**src/rtl/uart_rx_frame_if.sv**
```systemverilog
// Receive-side result bundle of uart_rx_frame: registered character plus status.
// The receiver drives it through the master modport and the parser reads it through the slave modport.
interface uart_rx_frame_if #(
  parameter int DATA_BITS = 8
);
  logic [DATA_BITS-1:0] o_rxdata;
  logic                 o_recvdata;
  logic                 o_busy;
  logic                 o_frame_err;
  logic                 o_parity_err;
  logic                 o_break;

  modport master (
    output o_rxdata, o_recvdata, o_busy, o_frame_err, o_parity_err, o_break
  );

  modport slave (
    input o_rxdata, o_recvdata, o_busy, o_frame_err, o_parity_err, o_break
  );
endinterface

```
**src/rtl/uart_rx_frame.sv**
```systemverilog
// UART receiver: 5..9 data bits, 1/2 stop bits, 3-sample majority vote, framing/parity/break flags.
// Parity checking is compiled in only when UART_RX_PARITY_EN is defined.
module uart_rx_frame #(
  parameter int TICKS_PER_BIT      = 32,
  parameter int TICKS_PER_BIT_SIZE = 6,
  parameter int DATA_BITS          = 8,
  parameter int STOP_BITS          = 1,
  parameter int PARITY_MODE        = 0,
  parameter int MAJORITY           = 1
) (
  input  logic            i_clk,
  input  logic            reset,
  input  logic            i_enable,
  input  logic            i_din_priortobuffer,
  uart_rx_frame_if.master rx
);
  // state    | meaning
  // S_IDLE   | waiting for a falling edge while enabled
  // S_START  | timing to the start-bit centre, rejecting glitches
  // S_DATA   | sampling DATA_BITS bits, LSB first
  // S_PARITY | sampling and checking the parity bit
  // S_STOP   | sampling STOP_BITS stop bits
  // S_DONE   | one-cycle character hand-over

  localparam int MID = (TICKS_PER_BIT - 1) / 2;
  localparam logic [TICKS_PER_BIT_SIZE-1:0] START_TC = TICKS_PER_BIT_SIZE'(MID + MAJORITY);
  localparam logic [TICKS_PER_BIT_SIZE-1:0] BIT_TC   = TICKS_PER_BIT_SIZE'(TICKS_PER_BIT - 1);
  localparam logic [3:0] DATA_LAST = 4'(DATA_BITS - 1);
  localparam logic [3:0] STOP_LAST = 4'(STOP_BITS - 1);

  typedef enum logic [2:0] {
    S_IDLE,
    S_START,
    S_DATA,
`ifdef UART_RX_PARITY_EN
    S_PARITY,
`endif
    S_STOP,
    S_DONE
  } state_t;

  state_t state, state_nxt;

  logic                          sync_meta, sync_line, sync_prev;
  logic [1:0]                    hist;
  logic [TICKS_PER_BIT_SIZE-1:0] tick_cnt;
  logic [3:0]                    bit_cnt;
  logic [DATA_BITS-1:0]          shreg;
  logic                          frame_pend, frame_nxt;
  logic                          par_pend, par_nxt;
  logic                          brk_pend, brk_nxt;
  logic                          fall, vote, strobe, load_out;

  assign fall = sync_prev & ~sync_line;
  // hist[0] is the line one cycle before the strobe, hist[1] two cycles before
  assign vote = (MAJORITY != 0)
              ? ((hist[1] & hist[0]) | (hist[1] & sync_line) | (hist[0] & sync_line))
              : sync_line;
  assign load_out = (state == S_STOP) && strobe && (bit_cnt == STOP_LAST);

  assign rx.o_busy     = (state != S_IDLE);
  assign rx.o_recvdata = (state == S_DONE);

  always_comb begin
    strobe = 1'b0;
    case (state)
      S_IDLE, S_DONE: strobe = 1'b0;
      S_START:        strobe = (tick_cnt == START_TC);
      default:        strobe = (tick_cnt == BIT_TC);
    endcase
  end

  always_comb begin
    state_nxt = state;
    frame_nxt = frame_pend;
    par_nxt   = par_pend;
    brk_nxt   = brk_pend;
    case (state)
      S_IDLE: if (fall && i_enable) state_nxt = S_START;
      S_START: if (strobe) begin
        if (vote) begin
          state_nxt = S_IDLE;
        end else begin
          state_nxt = S_DATA;
          frame_nxt = 1'b0;
          par_nxt   = 1'b0;
          brk_nxt   = 1'b1;
        end
      end
      S_DATA: if (strobe) begin
        brk_nxt = brk_pend & ~vote;
        if (bit_cnt == DATA_LAST) begin
`ifdef UART_RX_PARITY_EN
          state_nxt = (PARITY_MODE != 0) ? S_PARITY : S_STOP;
`else
          state_nxt = S_STOP;
`endif
        end
      end
`ifdef UART_RX_PARITY_EN
      S_PARITY: if (strobe) begin
        brk_nxt   = brk_pend & ~vote;
        // odd mode wants the total number of ones to be odd
        par_nxt   = (^shreg) ^ vote ^ (PARITY_MODE == 1);
        state_nxt = S_STOP;
      end
`endif
      S_STOP: if (strobe) begin
        if (!vote) frame_nxt = 1'b1;
        if (bit_cnt == 4'd0) brk_nxt = brk_pend & ~vote;
        if (bit_cnt == STOP_LAST) state_nxt = S_DONE;
      end
      S_DONE:  state_nxt = S_IDLE;
      default: state_nxt = S_IDLE;
    endcase
  end

  always_ff @(posedge i_clk) begin
    if (reset) state <= S_IDLE;
    else       state <= state_nxt;
  end

  always_ff @(posedge i_clk) begin
    if (reset) begin
      sync_meta       <= 1'b1;
      sync_line       <= 1'b1;
      sync_prev       <= 1'b1;
      hist            <= 2'b11;
      tick_cnt        <= '0;
      bit_cnt         <= '0;
      shreg           <= '0;
      frame_pend      <= 1'b0;
      par_pend        <= 1'b0;
      brk_pend        <= 1'b0;
      rx.o_rxdata     <= '0;
      rx.o_frame_err  <= 1'b0;
      rx.o_parity_err <= 1'b0;
      rx.o_break      <= 1'b0;
    end else begin
      sync_meta  <= i_din_priortobuffer;
      sync_line  <= sync_meta;
      sync_prev  <= sync_line;
      hist       <= {hist[0], sync_line};
      frame_pend <= frame_nxt;
      par_pend   <= par_nxt;
      brk_pend   <= brk_nxt;

      if (state == S_IDLE || state == S_DONE || strobe) tick_cnt <= '0;
      else                                              tick_cnt <= tick_cnt + 1'b1;

      if (state_nxt != state) bit_cnt <= '0;
      else if (strobe)        bit_cnt <= bit_cnt + 1'b1;

      if (state == S_DATA && strobe) shreg <= {vote, shreg[DATA_BITS-1:1]};

      if (load_out) begin
        rx.o_rxdata     <= shreg;
        rx.o_frame_err  <= frame_nxt;
        rx.o_parity_err <= par_nxt;
        rx.o_break      <= brk_nxt;
      end
    end
  end
endmodule

```
**src/flat_wrapper.sv**
```systemverilog
// flat-port wrapper written by rule: the top's interface ports become plain ports
module uart_rx_frame_flat 
#(
  parameter int TICKS_PER_BIT      = 32,
  parameter int TICKS_PER_BIT_SIZE = 6,
  parameter int DATA_BITS          = 8,
  parameter int STOP_BITS          = 1,
  parameter int PARITY_MODE        = 0,
  parameter int MAJORITY           = 1
)
  (i_clk, reset, i_enable, i_din_priortobuffer, rx_o_rxdata, rx_o_recvdata, rx_o_busy, rx_o_frame_err, rx_o_parity_err, rx_o_break);
  uart_rx_frame_if #(.DATA_BITS(DATA_BITS)) rx_i ();
  input  logic i_clk;
  input  logic reset;
  input  logic i_enable;
  input  logic i_din_priortobuffer;
  output wire logic [$bits(rx_i.o_rxdata)-1:0] rx_o_rxdata;
  output wire logic [$bits(rx_i.o_recvdata)-1:0] rx_o_recvdata;
  output wire logic [$bits(rx_i.o_busy)-1:0] rx_o_busy;
  output wire logic [$bits(rx_i.o_frame_err)-1:0] rx_o_frame_err;
  output wire logic [$bits(rx_i.o_parity_err)-1:0] rx_o_parity_err;
  output wire logic [$bits(rx_i.o_break)-1:0] rx_o_break;
  assign rx_o_rxdata = rx_i.o_rxdata;
  assign rx_o_recvdata = rx_i.o_recvdata;
  assign rx_o_busy = rx_i.o_busy;
  assign rx_o_frame_err = rx_i.o_frame_err;
  assign rx_o_parity_err = rx_i.o_parity_err;
  assign rx_o_break = rx_i.o_break;
  uart_rx_frame #(.TICKS_PER_BIT(TICKS_PER_BIT), .TICKS_PER_BIT_SIZE(TICKS_PER_BIT_SIZE), .DATA_BITS(DATA_BITS), .STOP_BITS(STOP_BITS), .PARITY_MODE(PARITY_MODE), .MAJORITY(MAJORITY)) u_core (.i_clk(i_clk), .reset(reset), .i_enable(i_enable), .i_din_priortobuffer(i_din_priortobuffer), .rx(rx_i));
endmodule
```
**config.mk**
```make
export PLATFORM = sky130hd
export DESIGN_NAME = uart_rx_frame_flat
export DESIGN_NICKNAME = d
export VERILOG_FILES = /design/src/rtl/uart_rx_frame_if.sv /design/src/rtl/uart_rx_frame.sv /design/src/flat_wrapper.sv
export SDC_FILE = /design/constraint.sdc
export NUM_CORES = 1
export LEC_CHECK = 0
export CORE_MARGIN = 1.5
export CORE_UTILIZATION = 49
export CTS_CLUSTER_SIZE = 40
export DETAILED_ROUTE_END_ITERATION = 16
export GPL_TIMING_DRIVEN = 0
export PLACE_DENSITY = 0.73
export SLEW_MARGIN = 0
export SYNTH_ARGS = -nofsm -noshare
export SYNTH_HDL_FRONTEND = slang
export SYNTH_SLANG_ARGS = --single-unit
```
**constraint.sdc**
```tcl
create_clock -name i_clk -period 2.1 [get_ports i_clk]
set_clock_uncertainty 0.05 [all_clocks]
set_input_delay 0.315 -clock i_clk [delete_from_list [all_inputs] [get_ports i_clk]]
set_output_delay 0.315 -clock i_clk [all_outputs]
set_load 0.02 [all_outputs]
```
; ---- After elaboration in Yosys (flattened, before gate mapping)
; Cells that the tools add are included.
[totals]
reg_bits = 40
in_bits = 4
out_inout_bits = 13
word_cells = 69
[classes]
addsub = 2
n_eq_ne = 8
n_mux = 23
n_bitwise = 9
n_reduce_logical = 12
[op_table]
columns = operator, count
row1 = $mux W3, 6
row2 = $eq A6 B5 Y1 const B, 2
row3 = $mux W1, 12
row4 = $pmux W3 S4, 1
row5 = $add A6 B1 Y6 const B, 1
row6 = $eq A3 B2 Y1 const B, 2
row7 = $reduce_or A2 Y1, 3
row8 = $and A1 B1 Y1, 5
row9 = $add A4 B1 Y4 const B, 1
row10 = $eq A4 B3 Y1 const B, 1
row11 = $logic_and A1 B1 Y1, 4
row12 = $logic_not A4 Y1, 1
row13 = $pmux W1 S2, 2
row14 = $eq A3 B1 Y1 const B, 1
row15 = $eq A3 B3 Y1 const B, 1
row16 = $logic_not A3 Y1, 1
row17 = $ne A3 B3 Y1, 1
row18 = $pmux W1 S3, 1
row19 = $reduce_bool A3 Y1, 1
row20 = $logic_or A1 B1 Y1, 2
row21 = $mux W2, 1
row22 = $not A1 Y1, 2
row23 = $or A1 B1 Y1, 2

; ---- Logic depth before layout (Yosys ltp)
; Gate-level depths: netlist of run 1.
[depth]
word_depth = 8
depth_mapped = 8

; ---- Least setup slack after synthesis of run 1
; No wires, ideal clock.
[synth_path]
kind = flip-flop to flip-flop
startpoint = register u_core.bit_cnt[0]
endpoint = register u_core.rx.o_break
arrival_time_ns = 2.078
required_time_ns = 1.920
setup_slack_ns = -0.157
stages_incl_launch_ff = 9
n_path_buf = 1
cell_sequence = dfxtp_1 inv_1 ha_1 or3b_2 or2_2 or4_4 buf_6 nand3b_2 o31ai_4
[synth_between]
elab_chain_cells = 4
[synth_lines]
columns = element, line_no
row1 = start: declaration, uart_rx_frame.sv:47  ; logic [3:0] bit_cnt;
row2 = start signal: assignment, uart_rx_frame.sv:152  ; else if (strobe) bit_cnt <= bit_cnt + 1'b1;
row3 = $logic_not A4 Y1 *, "uart_rx_frame.sv:59, uart_rx_frame.sv:110"
row4 = $mux W1, uart_rx_frame.sv:110  ; if (bit_cnt == 4'd0) brk_nxt = brk_pend & ~vote;
row5 = $mux W1, uart_rx_frame.sv:108  ; S_STOP: if (strobe) begin
row6 = $pmux W1 S3, uart_rx_frame.sv:78  ; case (state)
row7 = end signal: assignment, uart_rx_frame.sv:160  ; rx.o_break <= brk_nxt;
row8 = end: declaration, uart_rx_frame_if.sv:14  ; output o_rxdata, o_recvdata, o_busy, o_frame_err, o_parity_err, o_break
; Every way passes the cells marked *; elsewhere a longest branch is shown, timed or not.
; A chain may end at the register's enable or synchronous reset.

; ---- Worst setup path after layout of run 1
[layout_path]
startpoint = register u_core.bit_cnt[0]
endpoint = register u_core.rx.o_rxdata[5]
[layout_between]
elab_chain_cells = 2
[layout_lines]
columns = element, line_no
row1 = $logic_not A4 Y1, uart_rx_frame.sv:59  ; assign load_out = (state == S_STOP) && strobe && (bit_cnt == STOP_LAST);
row2 = $logic_and A1 B1 Y1, uart_rx_frame.sv:59
row3 = end signal: assignment, uart_rx_frame.sv:157  ; rx.o_rxdata <= shreg;
row4 = end: declaration, uart_rx_frame_if.sv:14
; No other way between the ends.

==> results by group, run 1 <==
Final layout
  • Ant diodes: 0
  • Fillers: 251
  • # nets final: 213
  • Multi-input combinational cell area: 843.3 um^2
  • Syn-to-layout area delta: 27.68%
  • Share of layout cells above drive strength 1: 24.64%
  • Reg area: 793.3 um^2

Worst setup path
  • Reg-to-Reg Start: u_core.bit_cnt[0]
  • R2r worst-path depth: 8
  • Worst-path cell chain: inv_2, ha_4, or3b_4, or2_4, or4_4, clkbuf_16, nand2_1, a21oi_1
  • Crit path max-delay family: simple AND/OR/NAND/NOR gates
  • Worst r2r dst: u_core.rx.o_rxdata[5]
  • WP data required: 2280 ps
  • Crit-path max FO: 5
  • R2R Setup Slk: -120 ps
  • Worst Path Class, Setup: register to register
  • CP arrival: 2400 ps
  • Worst setup SP type: register
  • Max incr delay on CP: 570 ps
  • CP endpoint kind: register
  • WP buf/inv: 2
  • CP max stage cell: or4_4

Detailed routing
  • Vias: 1306
  • Post-DRT Antenna Nets: 0
  • DR pass1 iterations: 5
  • Iter 0 DRT Violations: 53
  • DR WL/cell: 13.60 um
  • Drt total wl: 3.414 mm
  • Vias per cell: 5.203
  • DRC Markers: 0

CTS
  • CTS max path bufs: 2
  • Worst skew pair latency: 350 ps
  • Clock Tree Root: clkbuf_4
  • Num CTS Buffers: 5
  • Clk sinks: 39
  • Clock slew at reported path FFs: 120 ps
  • CTS tree: built
  • Max H-tree Level: 2

Timing
  • Fmax: 450.3 MHz
  • Total negative setup slack: -966.6 ps
  • Period utilization: 105.8%
  • Worst Setup Slack, final: -120.9 ps
  • Worst-margin pin slew: 608.3 ps
  • RSZ-0062 raised after global routing: true
  • Final Max Slew Viols: 0
  • Final setup fails: 10
  • Fin crit period: 2221 ps
  • Slew headroom: 59.17%
  • Hold Fails Final Rpt: 0

Outcome
  • Failing checks: negative setup slack
  • Outcome: complete, but fails checks

Power and ir drop
  • Comb pwr share: 3.3%
  • Switching power total: 282.3 uW
  • Share of power burned in the clock network: 32.9%
  • Switching share of total power: 24.18%
  • Flop pwr share: 63.8%
  • Internal power: 885.4 uW
  • Leak: 0.0006785 uW
  • Worst VDD drop: 0.4406 mV
  • PD cells: 568.4 nW/um^2

Hold path
  • Worst Min Path Start: u_core.sync_meta
  • WHS Endpoint: u_core.sync_line
  • Hold WC Path Type: register to register
  • Hold Crit Depth: 1

Yosys
  • Yosys top cell area share: 48.52%
  • Most frequent cell after synthesis: dfxtp_1
  • Netlist cell types: 37
  • Main synth FF type: dfxtp_1
  • Top cells by area, synth: dfxtp_1, mux2i_1, nor2_1
  • Syn Nets: 182
  • Post-synthesis sequential area ratio: 48.52%
  • Yosys warning total: 0
  • Commonest cells in the synthesized netlist: dfxtp_1, nor2_1, nand2_1, a21oi_1, mux2i_1
  • Synth Cell Area: 1609 um^2
  • Post-synth EDFFs: 0
  • Post-Synthesis Cells: 175
  • Avg Inst Size Synth: 9.195 um^2
  • Ys async rst share: 0%
  • Yosys top cell by area: dfxtp_1
  • #FFs+latches synth: 39

Place
  • Final Wtd Congestion: 0.9004
  • HPWL Detailed: 2.242 mm
  • Pre-CTS setup slack: -148.3 ps
  • Port bufs: 16

Global routing
  • Global-route usage over all layers: 20.90%
  • Largest net degree at the start of global routing: 14
  • Gr ovfl total: 0
  • First-pass GRT wire length: 5.616 mm
  • Initial antenna violation count: 0
  • Vias in the first global route: 1240

Die
  • Core Rows: 20
  • Die area: 3637 um^2
  • Die outline height: 60.31 um
  • Num ports: 17
  • Core Area: 3078 um^2
  • Initial Util: 52.28%
  • Die width: 60.31 um

Job
  • Max cap viols: 0
==> kinds of logic after synthesis <==
logic type,after synthesis,synth area share (%)
mux,10,6.221
buf+inv,13,3.576
fa+ha+maj,4,2.955
flops,39,48.52
xor+xnor,7,3.810
compound gates,23,9.954
simple gates,79,24.96
==> stage by stage <==
stage | hold WS (ps) | utilization, % | std cells | power, uW | cell area, um^2
detailed placement | 343.7 | 59.47 | 235 | 799.2 | 1831
floorplan | 339.5 | - | 175 | 784.4 | 1615
global route | 392.6 | 66.75 | 251 | 1221 | 2054
finish | 383.6 | 66.75 | 251 | 1168 | 2054
global placement | 345.5 | 59.47 | 235 | 798.2 | 1831
CTS | 385.1 | 62.36 | 246 | 1184 | 1919
==> routing by layer <==
layer / vias up / GRT usage, % / part of all wire, %
met5: - / 0 / 0
met4: 0 / 8.571 / 1.6
met3: 7 / 7.359 / 5.4
met2: 34 / 31.37 / 47
met1: 603 / 27.46 / 46
li1: 662 / - / -
==> power by group through the flow <==
| stage | Combinational, uW | Sequential, uW | Clock [uW] |
|---|---|---|---|
| 6_report | 38.6 | 745 | 385 |
| 5_1_grt | 42.3 | 746 | 433 |
| 4_1_cts | 37.8 | 746 | 400 |
| 3_5_place_dp | 36.1 | 763 | 0 |
| 3_3_place_gp | 35.3 | 763 | 0 |
| 2_1_floorplan | 22.2 | 762 | 0 |
==> worst reg2reg max path: cells and delay by family, from the launching register on <==
kind / cells / cell delay (ps)
and+or+nand+nor: 4 / 1290
DFF: 1 / 340
buffers and inverters: 2 / 250
adders and majority gates: 1 / 120
AOI/OAI and AO/OA: 1 / 50
==> cell usage in the layout, fill, tap and decap left out, types with 6 or more instances in the layout <==
| cell type | count |
|---|---|
| clkdlybuf4s50_1 | 15 |
| xnor2_1 | 6 |
| a21oi_1 | 9 |
| buf_4 | 8 |
| nand2_1 | 15 |
| clkbuf_4 | 6 |
| nor3_1 | 9 |
| mux2i_1 | 10 |
| nor2_1 | 23 |
| dfxtp_1 | 33 |
==> what timing repair did <==
item,in CTS,in global routing
pin swaps,1,4
gates cloned,0,1
buffers inserted,3,4
setup endpoints to repair,18,24
gates resized for setup,8,23
hold buffers,0,0
endpoints found under the hold margin,0,0
==> registers in the layout, indices dropped and copies added, names as in the netlist <==
signal                  flops
u_core.shreg                8
u_core.par_pend             1
u_core.rx.o_rxdata          8
u_core.bit_cnt              4
u_core.tick_cnt             6
u_core.frame_pend           1
u_core.state                3
u_core.rx.o_break           1
u_core.rx.o_frame_err       1
u_core.brk_pend             1
u_core.hist                 2
u_core.rx.o_parity_err      1
u_core.sync_meta            1
u_core.sync_line            1
==> how the worst max path moves through the flow <==
stage,from,end,slack [ps],cells after the start
after global routing,u_core.bit_cnt[1],u_core.rx.o_break,-160,7
after floorplan,u_core.bit_cnt[0],u_core.rx.o_break,-8,8
after CTS,u_core.bit_cnt[1],u_core.rx.o_break,-90,8
after global placement,u_core.bit_cnt[0],u_core.rx.o_break,-100,8
after detailed placement,u_core.tick_cnt[0],u_core.bit_cnt[0],-150,6
final,u_core.bit_cnt[0],u_core.rx.o_rxdata[5],-120,8
==> layout make-up <==
type	count	share of cell area, %
buffer	7	2.253
clock buffer	5	1.827
clock inverter	3	0.9744
inverter	6	1.096
multi-input combinational	123	41.05
sequential	39	38.61
tap	44	2.680
timing repair buffer	24	11.51
No activity file was read; power rests on OpenSTA's default activity.
==> inputs of run 2 (changes only) <==
--- a/config.mk
+++ b/config.mk
@@ -6,11 +6,12 @@
 export NUM_CORES = 1
 export LEC_CHECK = 0
 export CORE_MARGIN = 1.5
-export CORE_UTILIZATION = 49
+export CORE_UTILIZATION = 52
+export CTS_BUF_LIST = sky130_fd_sc_hd__clkbuf_8
 export CTS_CLUSTER_SIZE = 40
 export DETAILED_ROUTE_END_ITERATION = 16
 export GPL_TIMING_DRIVEN = 0
-export PLACE_DENSITY = 0.73
+export PLACE_DENSITY = 0.77
 export SLEW_MARGIN = 0
 export SYNTH_ARGS = -nofsm -noshare
 export SYNTH_HDL_FRONTEND = slang
==> run 2 against run 1 <==
Compared with the run above: the run still ends with negative setup slack left; non-clock buffer count increased by 1; clock-buffer cell count unchanged; die area down 5.5%; maximum frequency rose by 0.53%; critical path type unchanged; largest power group unchanged; highest routed layer unchanged.
==> results by group, run 2 (synthesis gave the netlist of run 1 again) <==
Detailed routing
  • Post-DRT Antenna Nets: 0
  • DRC Markers: 0
  • Iter 0 DRT Violations: 49
  • Drt total wl: 3.436 mm
  • DR pass1 iterations: 4
  • Vias: 1380
  • Vias per cell: 5.726
  • DR WL/cell: 14.26 um

Worst setup path
  • Max incr delay on CP: 580 ps
  • Reg-to-Reg Start: u_core.bit_cnt[0]
  • Worst Path Class, Setup: register to register
  • R2R Setup Slk: -110 ps
  • CP endpoint kind: register
  • Worst-path cell chain: inv_2, ha_4, or3b_4, or2_4, or4_4, buf_8, nand3b_2, o31ai_4
  • CP max stage cell: or4_4
  • Cell depth of the worst setup path: 8
  • WP data required: 2210 ps
  • Worst setup SP type: register
  • CP arrival: 2320 ps
  • Worst r2r dst: u_core.rx.o_break
  • WP buf/inv: 2
  • Crit path max-delay family: simple AND/OR/NAND/NOR gates
  • Crit-path max FO: 5
  • R2r worst-path depth: 8

Power and ir drop
  • Worst VDD drop: 0.4778 mV
  • Leak: 0.0007390 uW
  • Overall Power: 1266 uW
  • PD cells: 594.9 nW/um^2

CTS
  • Worst skew pair latency: 290 ps
  • Num CTS Buffers: 5
  • Clock Tree Root: clkbuf_8
  • CTS tree: built
  • Clk sinks: 39
  • Max H-tree Level: 2
  • Clock slew at reported path FFs: 80 ps
  • Cts hold-fix bufs: 0
  • CTS max path bufs: 2

Die
  • Die width: 58.63 um
  • Core Area: 3003 um^2
  • Initial Util: 53.58%
  • Die area: 3437 um^2
  • Die outline height: 58.63 um
  • Num ports: 17
  • Core Rows: 20

Global routing
  • Vias in the first global route: 1242
  • Initial antenna violation count: 0
  • Largest net degree at the start of global routing: 13
  • First-pass GRT wire length: 5.361 mm
  • Gr ovfl total: 0
  • Global-route usage over all layers: 20.78%

Timing
  • Fin Hold WS: 373.8 ps
  • Fmax: 452.7 MHz
  • Hold Fails Final Rpt: 0
  • Worst Setup Slack, final: -109.1 ps
  • Final Max Slew Viols: 0
  • RSZ-0062 raised after global routing: true
  • Slew headroom: 56.85%
  • Fin crit period: 2209 ps
  • Final setup fails: 10
  • Worst-margin pin slew: 647.2 ps
  • Period utilization: 105.2%

Place
  • Pre-CTS setup slack: -117.3 ps
  • Final Wtd Congestion: 0.9027
  • Placement Cell Area: 1817 um^2
  • HPWL Detailed: 2.140 mm
  • Port bufs: 16

Final layout
  • Most common cell after layout, fill and taps aside: dfxtp_1
  • # nets final: 214
  • Ant diodes: 0
  • Syn-to-layout area delta: 32.27%
  • Share of layout cells above drive strength 1: 26.92%
  • Most frequent cells in the layout: dfxtp_1, nor2_1, clkdlybuf4s50_1
  • Largest registers: u_core.rx.o_rxdata: 8 flops, u_core.shreg: 8 flops, u_core.tick_cnt: 6 flops
  • Fin area: 2128 um^2

Outcome
  • Outcome: complete, but fails checks
  • Failing checks: negative setup slack

Hold path
  • Worst Min Path Start: u_core.sync_meta
  • WHS Endpoint: u_core.sync_line
  • Hold Crit Depth: 1
  • Hold WC Path Type: register to register

Job
  • Max cap viols: 0
[run 2: power breakdown]
group / leakage [uW] / internal, uW / switching (uW) / total, uW
logic: 0.000376 / 17.3 / 23.6 / 40.8
registers: 0.000317 / 743 / 3.47 / 746
clock network: 0.0000453 / 227 / 252 / 479
[run 2: layout make-up]
type | instances | area (um^2)
buffer | 7 | 43.79
timing repair buffer | 25 | 266.5
clock inverter | 3 | 16.27
tap | 33 | 41.29
sequential | 39 | 787.0
clock buffer | 5 | 68.82
multi-input combinational | 123 | 882.1
inverter | 6 | 22.52
fill | 210 | 874.6
[run 2: worst reg2reg max path, delay by kind of cell, from the launching register on]
family                     cells  cell delay, ps
adders and majority gates      1             120
and+or+nand+nor                4            1280
AOI/OAI and AO/OA              1              70
buffers and inverters          2             230
DFF                            1             330
[run 2: worst max-delay path by stage]
stage	startpoint	endpoint	slack [ps]
floorplan	u_core.bit_cnt[0]	u_core.rx.o_break	-8
global placement	u_core.bit_cnt[0]	u_core.rx.o_break	-90
detailed placement	u_core.bit_cnt[0]	u_core.rx.o_break	-120
CTS	u_core.bit_cnt[0]	u_core.rx.o_break	-100
global route	u_core.bit_cnt[0]	u_core.rx.o_break	-150
finish	u_core.bit_cnt[0]	u_core.rx.o_break	-110
[run 2: metrics by stage]
stage                     instances  TNS, ps  utilization (%)
after CTS                       239   -622.6            66.96
final                           241   -673.0            70.88
after global routing            241    -1615            70.88
after detailed placement        224    -1268            60.50
after floorplan                 175   -7.713                -
after global placement          224   -714.7            60.50
[run 2: layer usage]
| layer | track usage, % | routed length, um | up-vias |
|---|---|---|---|
| met3 | 4.176 | 150 | 8 |
| met1 | 26.36 | 1540 | 664 |
| li1 | - | - | 665 |
| met2 | 33.23 | 1694 | 43 |
| met5 | 0 | 0 | - |
| met4 | 11.36 | 51 | 0 |
[run 2: repair_timing]
item,in CTS,in global routing
resized for setup,10,30
buffers inserted,6,2
gates cloned,1,0
pin swaps,0,12
endpoints found under the setup margin,17,17
